[src/rtl/mem_stage_pkg.sv]
// Shared definitions for the MEM stage: memory aluop codes, FSM encodings and
// helpers that classify ops and build the store byte lanes.
package mem_stage_pkg;

  localparam int DW  = 32;
  localparam int OPW = 8;
  localparam int RAW = 5;

  localparam logic [DW-1:0] ZERO_WORD = 32'h0000_0000;

  localparam logic [OPW-1:0] OP_NOP = 8'b0000_0000;
  localparam logic [OPW-1:0] OP_ADD = 8'b0010_0000;
  localparam logic [OPW-1:0] OP_LB  = 8'b1110_0000;
  localparam logic [OPW-1:0] OP_LH  = 8'b1110_0001;
  localparam logic [OPW-1:0] OP_LW  = 8'b1110_0011;
  localparam logic [OPW-1:0] OP_LBU = 8'b1110_0100;
  localparam logic [OPW-1:0] OP_LHU = 8'b1110_0101;
  localparam logic [OPW-1:0] OP_SB  = 8'b1110_1000;
  localparam logic [OPW-1:0] OP_SH  = 8'b1110_1001;
  localparam logic [OPW-1:0] OP_SW  = 8'b1110_1011;

  localparam logic [1:0] S_IDLE = 2'b00;
  localparam logic [1:0] S_BUSY = 2'b01;
  localparam logic [1:0] S_DONE = 2'b10;

  typedef struct packed {
    logic [3:0]    be;
    logic [DW-1:0] wdata;
  } bus_lanes_t;

  function automatic logic is_load(input logic [OPW-1:0] op);
    case (op)
      OP_LB, OP_LBU, OP_LH, OP_LHU, OP_LW: is_load = 1'b1;
      default:                             is_load = 1'b0;
    endcase
  endfunction

  function automatic logic is_store(input logic [OPW-1:0] op);
    case (op)
      OP_SB, OP_SH, OP_SW: is_store = 1'b1;
      default:             is_store = 1'b0;
    endcase
  endfunction

  function automatic logic misaligned(input logic [OPW-1:0] op, input logic [1:0] a);
    case (op)
      OP_LH, OP_LHU, OP_SH: misaligned = a[0];
      OP_LW, OP_SW:         misaligned = (a != 2'b00);
      default:              misaligned = 1'b0;
    endcase
  endfunction

  // Loads read the whole word; stores replicate the datum across every lane
  function automatic bus_lanes_t store_lanes(input logic [OPW-1:0] op, input logic [1:0] a,
                                             input logic [DW-1:0] data);
    bus_lanes_t l;
    l.be    = 4'b1111;
    l.wdata = ZERO_WORD;
    case (op)
      OP_SB: begin
        l.be    = 4'b0001 << a;
        l.wdata = {4{data[7:0]}};
      end
      OP_SH: begin
        l.be    = a[1] ? 4'b1100 : 4'b0011;
        l.wdata = {2{data[15:0]}};
      end
      OP_SW: l.wdata = data;
      default: l.be = 4'b1111;
    endcase
    return l;
  endfunction

endpackage

[src/rtl/mem_stage_if.sv]
// Data-bus req/ack interface between the MEM stage (master) and memory (slave).
interface mem_stage_if;
  import mem_stage_pkg::*;

  logic          bus_req;
  logic          bus_we;
  logic [DW-1:0] bus_addr;
  logic [3:0]    bus_be;
  logic [DW-1:0] bus_wdata;
  logic [DW-1:0] bus_rdata;
  logic          bus_ack;

  modport master (output bus_req, bus_we, bus_addr, bus_be, bus_wdata,
                  input  bus_rdata, bus_ack);
  modport slave  (input  bus_req, bus_we, bus_addr, bus_be, bus_wdata,
                  output bus_rdata, bus_ack);
endinterface

[src/rtl/mem_load_align.sv]
// Load formatter: picks the addressed byte/half lane of a little-endian word
// and sign- or zero-extends it according to the load op.
module mem_load_align
  import mem_stage_pkg::*;
(
  input  logic [OPW-1:0] i_op,
  input  logic [1:0]     i_a,
  input  logic [DW-1:0]  i_rdata,
  output logic [DW-1:0]  o_data
);

  logic [7:0]  w_byte;
  logic [15:0] w_half;

  // Lane extraction and extension
  always_comb begin
    w_byte = i_rdata[{i_a, 3'b000} +: 8];
    w_half = i_a[1] ? i_rdata[31:16] : i_rdata[15:0];
    case (i_op)
      OP_LB:   o_data = {{24{w_byte[7]}}, w_byte};
      OP_LBU:  o_data = {24'h00_0000, w_byte};
      OP_LH:   o_data = {{16{w_half[15]}}, w_half};
      OP_LHU:  o_data = {16'h0000, w_half};
      default: o_data = i_rdata;
    endcase
  end

endmodule

[src/rtl/mem_stage.sv]
// MEM pipeline stage: passes ALU results through and runs one req/ack bus
// transaction per aligned load/store while holding the pipeline.
module mem_stage
  import mem_stage_pkg::*;
(
  input  logic           clk,
  input  logic           rst,
  input  logic [RAW-1:0] i_wd,
  input  logic           i_wreg,
  input  logic [DW-1:0]  i_wdata,
  input  logic [OPW-1:0] i_aluop,
  input  logic [DW-1:0]  i_mem_addr,
  input  logic [DW-1:0]  i_reg2,
  output logic [RAW-1:0] o_wd,
  output logic           o_wreg,
  output logic [DW-1:0]  o_wdata,
  output logic           stall_req,
  output logic           exc_adel,
  output logic           exc_ades,
  mem_stage_if.master    bus
);

  logic [1:0]     r_state;
  logic [OPW-1:0] r_op;
  logic [1:0]     r_a;
  logic [DW-1:0]  r_rdata;
  logic           r_bus_req;
  logic           r_bus_we;
  logic [DW-1:0]  r_bus_addr;
  logic [3:0]     r_bus_be;
  logic [DW-1:0]  r_bus_wdata;

  logic           w_mem;
  logic           w_misal;
  logic           w_start;
  bus_lanes_t     w_lanes;
  logic [DW-1:0]  w_load_word;

  mem_load_align u_load_align (
    .i_op    (r_op),
    .i_a     (r_a),
    .i_rdata (r_rdata),
    .o_data  (w_load_word)
  );

  // Classify the incoming op
  always_comb begin
    w_mem   = is_load(i_aluop) || is_store(i_aluop);
    w_misal = w_mem && misaligned(i_aluop, i_mem_addr[1:0]);
    w_start = (r_state == S_IDLE) && w_mem && !w_misal;
    w_lanes = store_lanes(i_aluop, i_mem_addr[1:0], i_reg2);
  end

  // Pipeline outputs, stall and exceptions; all quiet while in reset
  always_comb begin
    o_wd      = i_wd;
    o_wreg    = 1'b0;
    o_wdata   = i_wdata;
    stall_req = 1'b0;
    exc_adel  = 1'b0;
    exc_ades  = 1'b0;
    if (rst) begin
      stall_req = 1'b0;
    end else begin
      o_wreg   = i_wreg && !w_misal;
      exc_adel = w_misal && is_load(i_aluop);
      exc_ades = w_misal && is_store(i_aluop);
      case (r_state)
        S_IDLE:  stall_req = w_start;
        S_BUSY:  stall_req = 1'b1;
        S_DONE:  o_wdata = is_load(r_op) ? w_load_word : i_wdata;
        default: stall_req = 1'b0;
      endcase
    end
  end

  // Transaction FSM; bus signals are launched in IDLE and frozen until the ack
  always_ff @(posedge clk) begin
    if (rst) begin
      r_state     <= S_IDLE;
      r_op        <= OP_NOP;
      r_a         <= 2'b00;
      r_rdata     <= ZERO_WORD;
      r_bus_req   <= 1'b0;
      r_bus_we    <= 1'b0;
      r_bus_addr  <= ZERO_WORD;
      r_bus_be    <= 4'b0000;
      r_bus_wdata <= ZERO_WORD;
    end else begin
      case (r_state)
        S_IDLE: begin
          if (w_start) begin
            r_bus_req   <= 1'b1;
            r_bus_we    <= is_store(i_aluop);
            r_bus_addr  <= {i_mem_addr[DW-1:2], 2'b00};
            r_bus_be    <= w_lanes.be;
            r_bus_wdata <= w_lanes.wdata;
            r_op        <= i_aluop;
            r_a         <= i_mem_addr[1:0];
            r_state     <= S_BUSY;
          end
        end
        S_BUSY: begin
          if (bus.bus_ack) begin
            r_rdata   <= bus.bus_rdata;
            r_bus_req <= 1'b0;
            r_state   <= S_DONE;
          end
        end
        S_DONE:  r_state <= S_IDLE;
        default: r_state <= S_IDLE;
      endcase
    end
  end

  assign bus.bus_req   = r_bus_req;
  assign bus.bus_we    = r_bus_we;
  assign bus.bus_addr  = r_bus_addr;
  assign bus.bus_be    = r_bus_be;
  assign bus.bus_wdata = r_bus_wdata;

endmodule

[src/flat_wrapper.sv]
// flat-port wrapper written by rule: the top's interface ports become plain ports
module mem_stage_flat import mem_stage_pkg::*;
  (clk, rst, i_wd, i_wreg, i_wdata, i_aluop, i_mem_addr, i_reg2, o_wd, o_wreg, o_wdata, stall_req, exc_adel, exc_ades, bus_bus_req, bus_bus_we, bus_bus_addr, bus_bus_be, bus_bus_wdata, bus_bus_rdata, bus_bus_ack);
  mem_stage_if bus_i ();
  input  logic clk;
  input  logic rst;
  input  logic [RAW-1:0] i_wd;
  input  logic i_wreg;
  input  logic [DW-1:0] i_wdata;
  input  logic [OPW-1:0] i_aluop;
  input  logic [DW-1:0] i_mem_addr;
  input  logic [DW-1:0] i_reg2;
  output logic [RAW-1:0] o_wd;
  output logic o_wreg;
  output logic [DW-1:0] o_wdata;
  output logic stall_req;
  output logic exc_adel;
  output logic exc_ades;
  output wire logic [$bits(bus_i.bus_req)-1:0] bus_bus_req;
  output wire logic [$bits(bus_i.bus_we)-1:0] bus_bus_we;
  output wire logic [$bits(bus_i.bus_addr)-1:0] bus_bus_addr;
  output wire logic [$bits(bus_i.bus_be)-1:0] bus_bus_be;
  output wire logic [$bits(bus_i.bus_wdata)-1:0] bus_bus_wdata;
  input wire logic [$bits(bus_i.bus_rdata)-1:0] bus_bus_rdata;
  input wire logic [$bits(bus_i.bus_ack)-1:0] bus_bus_ack;
  assign bus_bus_req = bus_i.bus_req;
  assign bus_bus_we = bus_i.bus_we;
  assign bus_bus_addr = bus_i.bus_addr;
  assign bus_bus_be = bus_i.bus_be;
  assign bus_bus_wdata = bus_i.bus_wdata;
  assign bus_i.bus_rdata = bus_bus_rdata;
  assign bus_i.bus_ack = bus_bus_ack;
  mem_stage u_core (.clk(clk), .rst(rst), .i_wd(i_wd), .i_wreg(i_wreg), .i_wdata(i_wdata), .i_aluop(i_aluop), .i_mem_addr(i_mem_addr), .i_reg2(i_reg2), .o_wd(o_wd), .o_wreg(o_wreg), .o_wdata(o_wdata), .stall_req(stall_req), .exc_adel(exc_adel), .exc_ades(exc_ades), .bus(bus_i));
endmodule
[config.mk]
export PLATFORM = sky130hd
export DESIGN_NAME = mem_stage_flat
export DESIGN_NICKNAME = d
export VERILOG_FILES = /design/src/rtl/mem_stage_pkg.sv /design/src/rtl/mem_stage_if.sv /design/src/rtl/mem_load_align.sv /design/src/rtl/mem_stage.sv /design/src/flat_wrapper.sv
export SDC_FILE = /design/constraint.sdc
export NUM_CORES = 1
export LEC_CHECK = 0
export CAP_MARGIN = 20
export CORE_MARGIN = 3
export CORE_UTILIZATION = 35
export DETAILED_ROUTE_END_ITERATION = 6
export PLACE_DENSITY = 0.71
export SETUP_SLACK_MARGIN = 0.2
export SKIP_LAST_GASP = 1
export SYNTH_ARGS = -nofsm -noshare
export SYNTH_HDL_FRONTEND = slang
export SYNTH_SLANG_ARGS = --single-unit
[constraint.sdc]
create_clock -name clk -period 3.8 [get_ports clk]
set_input_delay 0.76 -clock clk [delete_from_list [all_inputs] [get_ports clk]]
set_output_delay 0.76 -clock clk [all_outputs]
set_load 0.02 [all_outputs]
# Yosys cells after proc, flatten, opt, wreduce, memory -nomap -nowiden
# Index checks and enable logic that the tools add are counted.
[totals]
regBits = 112
in_bits = 145
output_inout_bits = 111
wordCells = 75
[classes]
n_eq_ne = 17
n_shift = 2
muxes = 27
n_reduce_logical = 20
[op_table]
columns = ["cell", "n"]
rows = [
  ["one-hot mux 32 bit (4 select lines)", 1],
  ["equality test 8 bit (second input constant)", 13],
  ["two-way mux 32 bit", 3],
  ["one-hot mux 32 bit (3 select lines)", 1],
  ["variable part select 32 x 6 -> 8 bit", 1],
  ["two-way mux 16 bit", 1],
  ["two-way mux 1 bit", 13],
  ["OR reduction 5 bit", 2],
  ["one-hot mux 4 bit (2 select lines)", 1],
  ["logical AND 1 bit", 6],
  ["one-hot mux 1 bit (2 select lines)", 3],
  ["AND reduction 2 bit", 3],
  ["OR reduction 3 bit", 2],
  ["two-way mux 2 bit", 2],
  ["two-way mux 4 bit", 1],
  ["one-hot mux 2 bit (2 select lines)", 1],
  ["nonzero test 2 bit", 2],
  ["left shift 1 x 2 -> 4 bit (first input constant)", 1],
  ["AND reduction 3 bit", 1],
  ["equality test 2 x 1 -> 1 bit (second input constant)", 1],
  ["equality test 2 bit (second input constant)", 1],
  ["logical NOT 2 bit", 1],
  ["inequality test 2 x 1 -> 1 bit (second input constant)", 1],
  ["inequality test 2 bit (second input constant)", 1],
  ["other kinds (3)", 3],
]

# Logic depth before layout (Yosys ltp)
# Gate-level depths: netlist (run 1).
[logic_depth]
ltp_word = 9
mapped_depth = 7
depth_no_buf = 5

# Modules after synthesis
# A second synthesis (run 1) with hierarchy kept.
[hier_totals]
hier_cells = 634
hier_area_um2 = 5514.0
[by_module_without_submodules]
columns = ["mod", "instances", "cells_per_inst", "area_per_inst_um2"]
rows = [
  ["mem_stage", 1, 543, 4897.2],
  ["mem_load_align", 1, 91, 616.8],
]

# Least setup slack after synthesis (run 1)
# Ideal clock, no wire load.
[synth_timing]
path_type = "input -> output"
startpoint = "input i_aluop[1]"
endpoint = "output exc_adel"
arrival_time_ns = 2.406
t_required_ns = 3.040
path_slack_ns = 0.634
path_stages = 5
n_path_buf = 1
path_cell_list = "buf_2 a21oi_2 o32ai_4 nand3_1 a2111oi_0"
[synth_between]
elab_chain_len = 7
word_cells_on_any_way = 20
classes_between = "eq/ne (8); mux (5); reduce/logical (7)"
[synth_rtl]
columns = ["element", "line_no", "source"]
rows = [
  ["start: declaration", "flat_wrapper.sv:10", "input logic [OPW-1:0] i_aluop;"],
  ["equality test 8 bit (on tied branches)", "mem_stage_pkg.sv:32, mem_stage_pkg.sv:46, mem_stage_pkg.sv:39", ""],
  ["OR reduction 5 bit / OR reduction 3 bit (equally long branches)", "mem_stage_pkg.sv:32, mem_stage_pkg.sv:39", ""],
  ["two-way mux 1 bit (on tied branches)", "mem_stage_pkg.sv:32, mem_stage_pkg.sv:39", ""],
  ["logical OR 1 bit", "mem_stage.sv:48", "w_mem = is_load(i_aluop) || is_store(i_aluop);"],
  ["logical AND 1 bit", "mem_stage.sv:49", "w_misal = w_mem && misaligned(i_aluop, i_mem_addr[1:0]);"],
  ["logical AND 1 bit (*)", "mem_stage.sv:66", "exc_adel = w_misal && is_load(i_aluop);"],
  ["two-way mux 1 bit (*)", "mem_stage.sv:62", "if (rst) begin"],
  ["end: declaration", "flat_wrapper.sv:17", "output logic exc_adel;"],
]
# Every way passes the cells marked *; elsewhere a longest branch is shown, timed or not. The select of a mux whose other input is x is not followed.

# Worst setup path after layout (run 1)
[layout_timing]
startpoint = "register u_core.r_op[2]"
endpoint = "output o_wdata[14]"
[layout_between]
elab_chain_len = 8
word_cells_on_any_way = 13
classes_between = "eq/ne (5); mux (7); reduce/logical (1)"
[layout_rtl]
columns = ["element", "line_no", "source"]
rows = [
  ["start: declaration", "mem_stage.sv:24", "logic [OPW-1:0] r_op;"],
  ["start signal: assignment", "mem_stage.sv:98", "r_op <= i_aluop;"],
  ["equality test 8 bit (on tied branches)", "mem_stage_pkg.sv:32, mem_load_align.sv:19", ""],
  ["OR reduction 5 bit", "mem_stage_pkg.sv:32", "case (op)"],
  ["two-way mux 1 bit", "mem_stage_pkg.sv:32", ""],
  ["two-way mux 1 bit", "mem_stage.sv:68", "case (r_state)"],
  ["two-way mux 1 bit", "mem_stage.sv:62", ""],
  ["two-way mux 32 bit (*)", "mem_stage.sv:71", "S_DONE: o_wdata = is_load(r_op) ? w_load_word : i_wdata;"],
  ["two-way mux 32 bit (*)", "mem_stage.sv:68", ""],
  ["two-way mux 32 bit (*)", "mem_stage.sv:62", ""],
  ["end: declaration", "flat_wrapper.sv:15", "output logic [DW-1:0] o_wdata;"],
]
# Marks and branches as above.

==> summary.txt, run 1 <==
Run status
  – Run status: completed

Power and ir drop
  – Leakage component of the power: 2.85 nW
  – Cell Pwr Density: 302 mW/mm^2
  – Max IR drop VDD: 0.000208 V
  – Overall power after layout: 2.47 mW
  – Power dissipated by switching net loads: 0.606 mW
  – Share of total power consumed by net switching: 24.6%
  – Share of total power in sequential cells: 48.2%
  – Internal cell power: 1.86 mW
  – Share of power burned in the clock network: 37.2%
  – Combinational share of power: 14.6%

Route
  – Routed length per placed instance: 16.6 um
  – Number of optimization iterations in the first detailed-route pass: 5
  – Total wire length after detailed routing: 17,400 um
  – Iter 0 DRT Violations: 284
  – DR vias/cell: 5.12
  – Count of nets left with antenna violations after detail routing: 0
  – Number of design rule violations left after detail routing: 0
  – Detailed-route via count: 5,347

Cells and area
  – Synthesis-to-layout area growth: 54.6%
  – Antenna fix cells: 0
  – Fraction of layout cells with a size suffix above 1: 8.26%
  – Commonest non-fill, non-tap cell in the layout: sky130_fd_sc_hd__clkdlybuf4s50_1
  – Number of nets in the layout: 1,000
  – Top library cells by usage in the layout, fill and taps aside: sky130_fd_sc_hd__clkdlybuf4s50_1 (241), sky130_fd_sc_hd__dfxtp_1 (111), sky130_fd_sc_hd__nand2_1 (106)

Logic synthesis
  – Netlist Area Pre-Place: 0.00528 sq mm
  – Ys Warns: 0
  – Count of flip-flops with a built-in enable after synthesis: 0
  – Mean cell area of the mapped netlist: 8.37 sq um
  – Register bit total from synthesis: 112
  – Sequential area share after synthesis: 42.5%
  – Main flop type after synthesis: sky130_fd_sc_hd__dfxtp_1
  – FFs w/ async S/R, synth: 0%
  – Synthesized netlist cell count: 631
  – Library cells used by synthesis: 57

Worst setup path
  – Peak fanout along the critical path: 16
  – Crit path arrival time: 2.74 ns
  – Worst endpoint required time: 3.04 ns
  – CP Class: reg2out
  – Category of the worst setup path capture point: primary output
  – Element type at the critical path start: flop

CTS
  – Clock buffers created by TritonCTS: 9
  – Count of clock tree sinks: 112
  – Clock input transition at the sequential cells of the worst setup and hold paths: 0.07 ns
  – Post-CTS Repair Setup Buffers: 0
  – Total of hold buffers inserted after clock tree synthesis: 0
  – CTS max path bufs: 2
  – Master cell of the clock root buffer: sky130_fd_sc_hd__clkbuf_16
  – Clock latency on the worst-skew pair: 0.35 ns
  – CTS tree: built
  – Count of H-tree levels built during CTS: 3

Global routing
  – Number of global-route vias before repair: 4,933
  – Largest net degree at the start of global routing: 54
  – First-pass GRT wire length: 26,500 um
  – Gr ovfl total: 0
  – Initial antenna violation count: 0
  – GRT Total Usage: 20.2%

STA
  – Setup_tns: 0 ns
  – Rel. slew slack: 34.5%
  – Slew Viols, Final: 0
  – Number of endpoints failing setup at the final stage: 0
  – Transition time of the tightest slew-check pin: 0.978 ns
  – Maximum achievable frequency: 286 MHz
  – Count of final hold-check violations: 0
  – Unrepaired setup endpoints after global routing: no
  – Tmin final: 3.50 ns
  – Maximum clock skew at final layout: 0.00700 ns
  – Final period utilization: 92.1%

Job
  – Total of max-cap violations: 0

Placement
  – Detailed placer's ending HPWL: 12,800 um
  – Number of buffer cells added on primary ports: 243
  – GP Congestion: 0.860

Floorplan
  – Site Rows: 44
  – Die X: 129 um
  – Placeable core region: 0.0146 sq mm
  – Count of boundary I/O pins: 256
  – Area of the die: 0.0166 sq mm
  – Die Height: 129 um
  – Initial cell density of the core: 36.0%

Worst hold path
  – Min-delay worst type: reg2reg
-- power by group through the flow --
stage	Sequential [mW]	Combinational (mW)	Clock [mW]
final	1.19	0.361	0.917
after global routing	1.19	0.387	0.997
after CTS	1.19	0.361	0.943
after detailed placement	1.22	0.358	0
after global placement	1.22	0.357	0
after floorplan	1.22	0.132	0
-- Yosys cell counts (4+ instances only) --
| library cell | instances | share of area, % |
|---|---|---|
| sky130_fd_sc_hd__a21oi_1 | 57 | 5.4 |
| sky130_fd_sc_hd__a21oi_2 | 12 | 2.0 |
| sky130_fd_sc_hd__a221o_1 | 8 | 1.5 |
| sky130_fd_sc_hd__a22o_1 | 8 | 1.3 |
| sky130_fd_sc_hd__a22oi_1 | 8 | 1.1 |
| sky130_fd_sc_hd__a311oi_1 | 4 | 0.66 |
| sky130_fd_sc_hd__a31oi_1 | 12 | 1.4 |
| sky130_fd_sc_hd__and2_1 | 9 | 1.1 |
| sky130_fd_sc_hd__buf_2 | 14 | 1.3 |
| sky130_fd_sc_hd__buf_4 | 7 | 1.0 |
| sky130_fd_sc_hd__clkbuf_1 | 28 | 2.0 |
| sky130_fd_sc_hd__dfxtp_1 | 112 | 42 |
| sky130_fd_sc_hd__mux2i_1 | 46 | 8.7 |
| sky130_fd_sc_hd__nand2_1 | 106 | 7.5 |
| sky130_fd_sc_hd__nand3_1 | 8 | 0.76 |
| sky130_fd_sc_hd__nor2_1 | 91 | 6.5 |
| sky130_fd_sc_hd__nor2b_1 | 4 | 0.47 |
| sky130_fd_sc_hd__nor3_1 | 9 | 0.85 |
| sky130_fd_sc_hd__o21ai_0 | 7 | 0.66 |
| sky130_fd_sc_hd__o21ai_1 | 8 | 0.76 |
| sky130_fd_sc_hd__o22ai_1 | 7 | 0.83 |
| sky130_fd_sc_hd__o2bb2ai_1 | 16 | 2.7 |
-- per-layer routing --
metal	vias to the layer above	part of all wire, %	global-route usage (%)
met5	-	0	0
met4	0	2.5	8.34
met3	29	7.7	5.73
met2	211	46	31.5
met1	2466	44	26.4
li1	2641	-	-
-- per-stage QoR --
stage | hold slack (ns) | cells | util (%) | setup WS [ns] | cell area [sq um]
5_1_grt | 0.481 | 1044 | 55.7 | 0.210 | 8160
4_1_cts | 0.462 | 1043 | 55.5 | 0.210 | 8130
3_3_place_gp | 0.434 | 1027 | 53.6 | 0.286 | 7850
2_1_floorplan | 0.422 | 632 | - | 0.634 | 5280
6_report | 0.459 | 1044 | 55.7 | 0.302 | 8160
3_5_place_dp | 0.446 | 1027 | 53.6 | 0.241 | 7850
-- timing repair --
| item | CTS | global route |
|---|---|---|
| endpoints found under the setup margin | 0 | 5 |
| resized for setup | 0 | 4 |
| endpoints found under the hold margin | 0 | 0 |
-- critical path, stage by stage (launching register included) --
cell and delay, ns:
sky130_fd_sc_hd__dfxtp_1 0.36, sky130_fd_sc_hd__nand2b_1 0.16, sky130_fd_sc_hd__a2111o_1 0.52, sky130_fd_sc_hd__or2_1 0.29, sky130_fd_sc_hd__buf_4 0.21, sky130_fd_sc_hd__a21oi_1 0.18, sky130_fd_sc_hd__a21oi_1 0.07, sky130_fd_sc_hd__clkdlybuf4s50_1 0.58
-- path summary, 6_finish.rpt --
check	endpoint	startpoint	slack (ns)	cells past startpoint
setup / recovery	o_wdata[14]	u_core.r_op[2]	0.30	7
hold reg to reg	u_core.bus.bus_we	u_core.bus.bus_we	0.46	1
setup reg to reg	u_core.bus.bus_addr[30]	u_core.r_state[0]	1.75	6
hold / removal	u_core.bus.bus_we	u_core.bus.bus_we	0.46	1
-- flip-flops by register name, indices dropped and copies added, names as in the netlist --
| name | flops |
|---|---|
| u_core.bus.bus_wdata | 32 |
| u_core.r_rdata | 32 |
| u_core.bus.bus_addr | 30 |
| u_core.r_op | 8 |
| u_core.bus.bus_be | 4 |
| u_core.r_a | 2 |
| u_core.r_state | 2 |
| u_core.bus.bus_req | 1 |
| u_core.bus.bus_we | 1 |
-- cell families (layout without fill, tap and decap cells) --
kind of cell | after synthesis | count (layout) | synth area share [%]
simple gates | 248 | 248 | 20.7
mux | 51 | 51 | 10.2
flops | 112 | 112 | 42.5
buf+inv | 60 | 288 | 5.69
compound gates | 159 | 159 | 20.9
other cells | 1 | 2 | 0.0710
-- layout make-up --
| type | count | area [sq um] |
|---|---|---|
| Fill cell | 1402 | 6480 |
| Multi-Input combinational cell | 460 | 2760 |
| Timing Repair Buffer | 267 | 2630 |
| Sequential cell | 112 | 2240 |
| Clock buffer | 10 | 239 |
| Tap cell | 184 | 230 |
| Clock inverter | 6 | 41.3 |
| Inverter | 5 | 18.8 |
Note: power is estimated with default switching activity, not from simulation.
==> run 2, diff against run 1 <==
--- a/config.mk
+++ b/config.mk
@@ -6,12 +6,14 @@
 export NUM_CORES = 1
 export LEC_CHECK = 0
 export CAP_MARGIN = 20
+export CORE_ASPECT_RATIO = 0.6
 export CORE_MARGIN = 3
 export CORE_UTILIZATION = 35
 export DETAILED_ROUTE_END_ITERATION = 6
-export PLACE_DENSITY = 0.71
+export PLACE_DENSITY = 0.7
 export SETUP_SLACK_MARGIN = 0.2
 export SKIP_LAST_GASP = 1
 export SYNTH_ARGS = -nofsm -noshare
 export SYNTH_HDL_FRONTEND = slang
+export SYNTH_HIERARCHICAL = 1
 export SYNTH_SLANG_ARGS = --single-unit
==> run 2 against run 1 <==
Compared with the run above: die area is 4.5% higher; clock-buffer cell count up 1; first-iteration DRC count up 31%; synthesized cell count rose by 0.48%; final area up 3.4%; sequential share of layout area decreased by 0.91 points; setup slack lost 0.029 ns; clock power up 15%; power grew 6.6%; non-clock buffer count is 6 lower; register-to-register slack improved by 0.03 ns; critical endpoint is now stall_req; largest power group unchanged.
==> summary.txt, run 2 <==
Run status
  – Run status: completed

Route
  – Number of optimization iterations in the first detailed-route pass: 4 (-1)
  – Number of design rule violations left after detail routing: 0 (unchanged)
  – Total wire length after detailed routing: 19,900 um (+15%)
  – DR vias/cell: 5.52 (+7.8%)
  – Iter 0 DRT Violations: 372 (+31%)
  – Detailed-route via count: 5,746 (+7.5%)
  – Count of nets left with antenna violations after detail routing: 0 (unchanged)
  – Routed length per placed instance: 19.2 um (+15%)

Cells and area
  – Fraction of layout cells with a size suffix above 1: 11.0% (+2.8 points)
  – Number of nets in the layout: 983 (-1.7%)
  – Area taken by multi-input logic gates: 0.00302 sq mm (+9.2%)
  – Top library cells by usage in the layout, fill and taps aside: sky130_fd_sc_hd__clkdlybuf4s50_1 (235), sky130_fd_sc_hd__dfxtp_1 (111), sky130_fd_sc_hd__a21oi_1 (84)
  – Commonest non-fill, non-tap cell in the layout: sky130_fd_sc_hd__clkdlybuf4s50_1
  – Antenna fix cells: 0 (unchanged)
  – Number of fill cells in the layout: 1,326 (-5.4%)
  – Synthesis-to-layout area growth: 53.1%
  – Post-route core utilization: 56.5% (+0.80 points)
  – Register cell area after layout: 0.00224 sq mm (unchanged)

Placement
  – Detailed placer's ending HPWL: 14,800 um (+16%)
  – GP Congestion: 0.871 (+1.3%)
  – Number of buffer cells added on primary ports: 243 (unchanged)

Worst setup path
  – R2R setup slack: 1.78 ns (+0.03 ns)
  – Worst Setup EP: stall_req
  – R2r startpoint: u_core/r_state[1]
  – Worst stage delay on the critical path: 0.65 ns (+0.07 ns)
  – Critical Path Start: i_aluop[1]
  – CP Class: in2out
  – Worst endpoint required time: 3.04 ns (about the same)
  – Critical path's slowest cell: sky130_fd_sc_hd__clkdlybuf4s50_1
  – Levels on crit path: 7 (unchanged)
  – End of the worst register-to-register path: u_core/bus.bus_wdata[0]
  – Crit path arrival time: 2.77 ns (+0.03 ns)
  – Element type at the critical path start: input pin
  – Critical path cell sequence: clkdlybuf4s50_1 > buf_4 > a21oi_1 > o211a_1 > a21oi_1 > nor3_1 > clkdlybuf4s50_1
  – Worst path top cell family by delay: buffers and inverters
  – Worst Path Buf+Inv: 3 (+1)
  – Peak fanout along the critical path: 10 (-6)
  – R2R depth: 3 (-3)
  – Category of the worst setup path capture point: primary output

CTS
  – CTS tree: built
  – Clock input transition at the sequential cells of the worst setup and hold paths: 0.07 ns (about the same)
  – Clock latency on the worst-skew pair: 0.34 ns (about the same)
  – Count of H-tree levels built during CTS: 3 (unchanged)
  – Clock buffers created by TritonCTS: 9 (unchanged)
  – Count of clock tree sinks: 112 (unchanged)
  – Total of hold buffers inserted after clock tree synthesis: 0 (unchanged)
  – Master cell of the clock root buffer: sky130_fd_sc_hd__clkbuf_16
  – CTS max path bufs: 2 (unchanged)

Logic synthesis
  – Count of flip-flops with a built-in enable after synthesis: 0 (unchanged)
  – FFs w/ async S/R, synth: 0% (unchanged)
  – Fraction of synthesized cell area taken by the top area cell type: 40.7% (-1.8 points)
  – Register bit total from synthesis: 112 (unchanged)
  – Netlist Area Pre-Place: 0.00551 sq mm (+4.5%)
  – Sequential area share after synthesis: 40.7% (-1.8 points)
  – Library cells used by synthesis: 56 (-1.8%)
  – Synthesized netlist cell count: 634 (+0.48%)
  – Most instantiated cells after synthesis: sky130_fd_sc_hd__dfxtp_1 (112), sky130_fd_sc_hd__a21oi_1 (86), sky130_fd_sc_hd__nand2_1 (69), sky130_fd_sc_hd__clkbuf_1 (45), sky130_fd_sc_hd__nand3_1 (37)
  – Cell taking the most area after synthesis: sky130_fd_sc_hd__dfxtp_1
  – Mean cell area of the mapped netlist: 8.70 sq um (+4.0%)
  – Cell with the most instances after synthesis: sky130_fd_sc_hd__dfxtp_1
  – Synth area leaders: sky130_fd_sc_hd__dfxtp_1 (41%), sky130_fd_sc_hd__a21oi_1 (7.8%), sky130_fd_sc_hd__mux2_2 (6.1%), sky130_fd_sc_hd__nand2_1 (4.7%), sky130_fd_sc_hd__mux2_1 (4.1%)
  – Ys Warns: 6 (+6)
  – Main flop type after synthesis: sky130_fd_sc_hd__dfxtp_1

STA
  – Transition time of the tightest slew-check pin: 1.02 ns (+0.0460 ns)
  – Maximum achievable frequency: 284 MHz (-0.81%)
  – Maximum clock skew at final layout: 0.00940 ns (+0.00240 ns)
  – Unrepaired setup endpoints after global routing: yes
  – Number of endpoints failing setup at the final stage: 0 (unchanged)
  – Tmin final: 3.53 ns (+0.0285 ns)
  – Slew Viols, Final: 0 (unchanged)
  – Rel. slew slack: 31.5% (-3.1 points)
  – Final period utilization: 92.8% (+0.75 points)
  – Setup_tns: 0 ns (unchanged)
  – Count of final hold-check violations: 0 (unchanged)

Floorplan
  – Area of the die: 0.0173 sq mm (+4.5%)
  – Initial cell density of the core: 36.9% (+0.88 points)
  – Count of boundary I/O pins: 256 (unchanged)
  – Placeable core region: 0.0149 sq mm (+2.0%)
  – Die X: 168 um (+30%)
  – Site Rows: 34 (-23%)
  – Die Height: 103 um (-20%)

Global routing
  – First-pass GRT wire length: 31,100 um (+18%)
  – Number of global-route vias before repair: 5,548 (+12%)
  – GRT Total Usage: 22.4% (+2.1 points)
  – Gr ovfl total: 0 (unchanged)
  – Initial antenna violation count: 0 (unchanged)
  – Largest net degree at the start of global routing: 45 (-17%)

Power and ir drop
  – Cell Pwr Density: 312 mW/mm^2 (+3.1%)
  – Max IR drop VDD: 0.000230 V (+11%)
  – Leakage component of the power: 3.04 nW (+6.8%)

Worst hold path
  – Min-delay worst type: reg2reg

Job
  – Total of max-cap violations: 0 (unchanged)
[run 2: through the flow]
| step | instance area, sq um | std cells | setup WS (ns) | hold slack (ns) | total power [mW] |
|---|---|---|---|---|---|
| after floorplan | 5520 | 635 | 0.729 | 0.437 | 1.38 |
| after global placement | 8050 | 1024 | 0.285 | 0.437 | 1.60 |
| after detailed placement | 8050 | 1024 | 0.241 | 0.448 | 1.61 |
| after CTS | 8390 | 1040 | 0.227 | 0.460 | 2.66 |
| after global routing | 8440 | 1041 | 0.161 | 0.481 | 2.73 |
| final | 8440 | 1041 | 0.273 | 0.458 | 2.63 |
[run 2: cell families (layout without fill, tap and decap cells)]
| family | after synthesis | after routing | synth area share [%] |
|---|---|---|---|
| AO/OA/AOI/OAI | 237 | 237 | 29.2 |
| buffers and inverters | 73 | 281 | 5.90 |
| flip-flops | 112 | 112 | 40.7 |
| multiplexers | 51 | 51 | 10.4 |
| other | 1 | 2 | 0.0680 |
| AND/OR/NAND/NOR | 160 | 160 | 13.8 |
[run 2: layer usage]
layer / up-vias / track usage [%] / wire length (um)
met5: - / 0 / 0
met4: 0 / 2.77 / 89
met3: 11 / 7.10 / 1880
met2: 250 / 34.4 / 8820
met1: 2770 / 31.9 / 9160
li1: 2715 / - / -
[run 2: area by class of cell]
cell class	instances	share of cell area, %
sequential	112	26.6
clock buffer	11	2.87
inverter	4	0.178
multi-input combinational	450	35.7
tap	198	2.93
timing repair buffer	261	30.7
clock inverter	5	1.05
[run 2: where the power goes]
part | switching [mW] | internal, mW | total, mW
logic | 0.176 | 0.215 | 0.391
registers | 0.00783 | 1.18 | 1.19
clock network | 0.445 | 0.604 | 1.05
[run 2: worst min path at each step]
stage	startpoint	end	slack, ns	cells after the start
detailed placement	u_core/bus.bus_wdata[28]	u_core/bus.bus_wdata[28]	0.45	1
global route	u_core/r_rdata[1]	u_core/r_rdata[1]	0.48	2
floorplan	u_core/r_rdata[0]	u_core/r_rdata[0]	0.44	2
global placement	u_core/bus.bus_we	u_core/bus.bus_we	0.44	1
finish	u_core/bus.bus_req	u_core/bus.bus_req	0.46	2
CTS	u_core/bus.bus_req	u_core/bus.bus_req	0.46	2
[run 2: what timing repair did]
item,4_1_cts,5_1_grt
endpoints found under the setup margin,28,28
pin swaps,0,1
cloned,0,0
setup buffers,0,1
gates resized for setup,10,8
[run 2: worst min-delay path, delay by kind of cell (launching register included)]
family	cells	cell delay, ns
compound gates	1	0.05
flops	1	0.31
simple gates	1	0.05
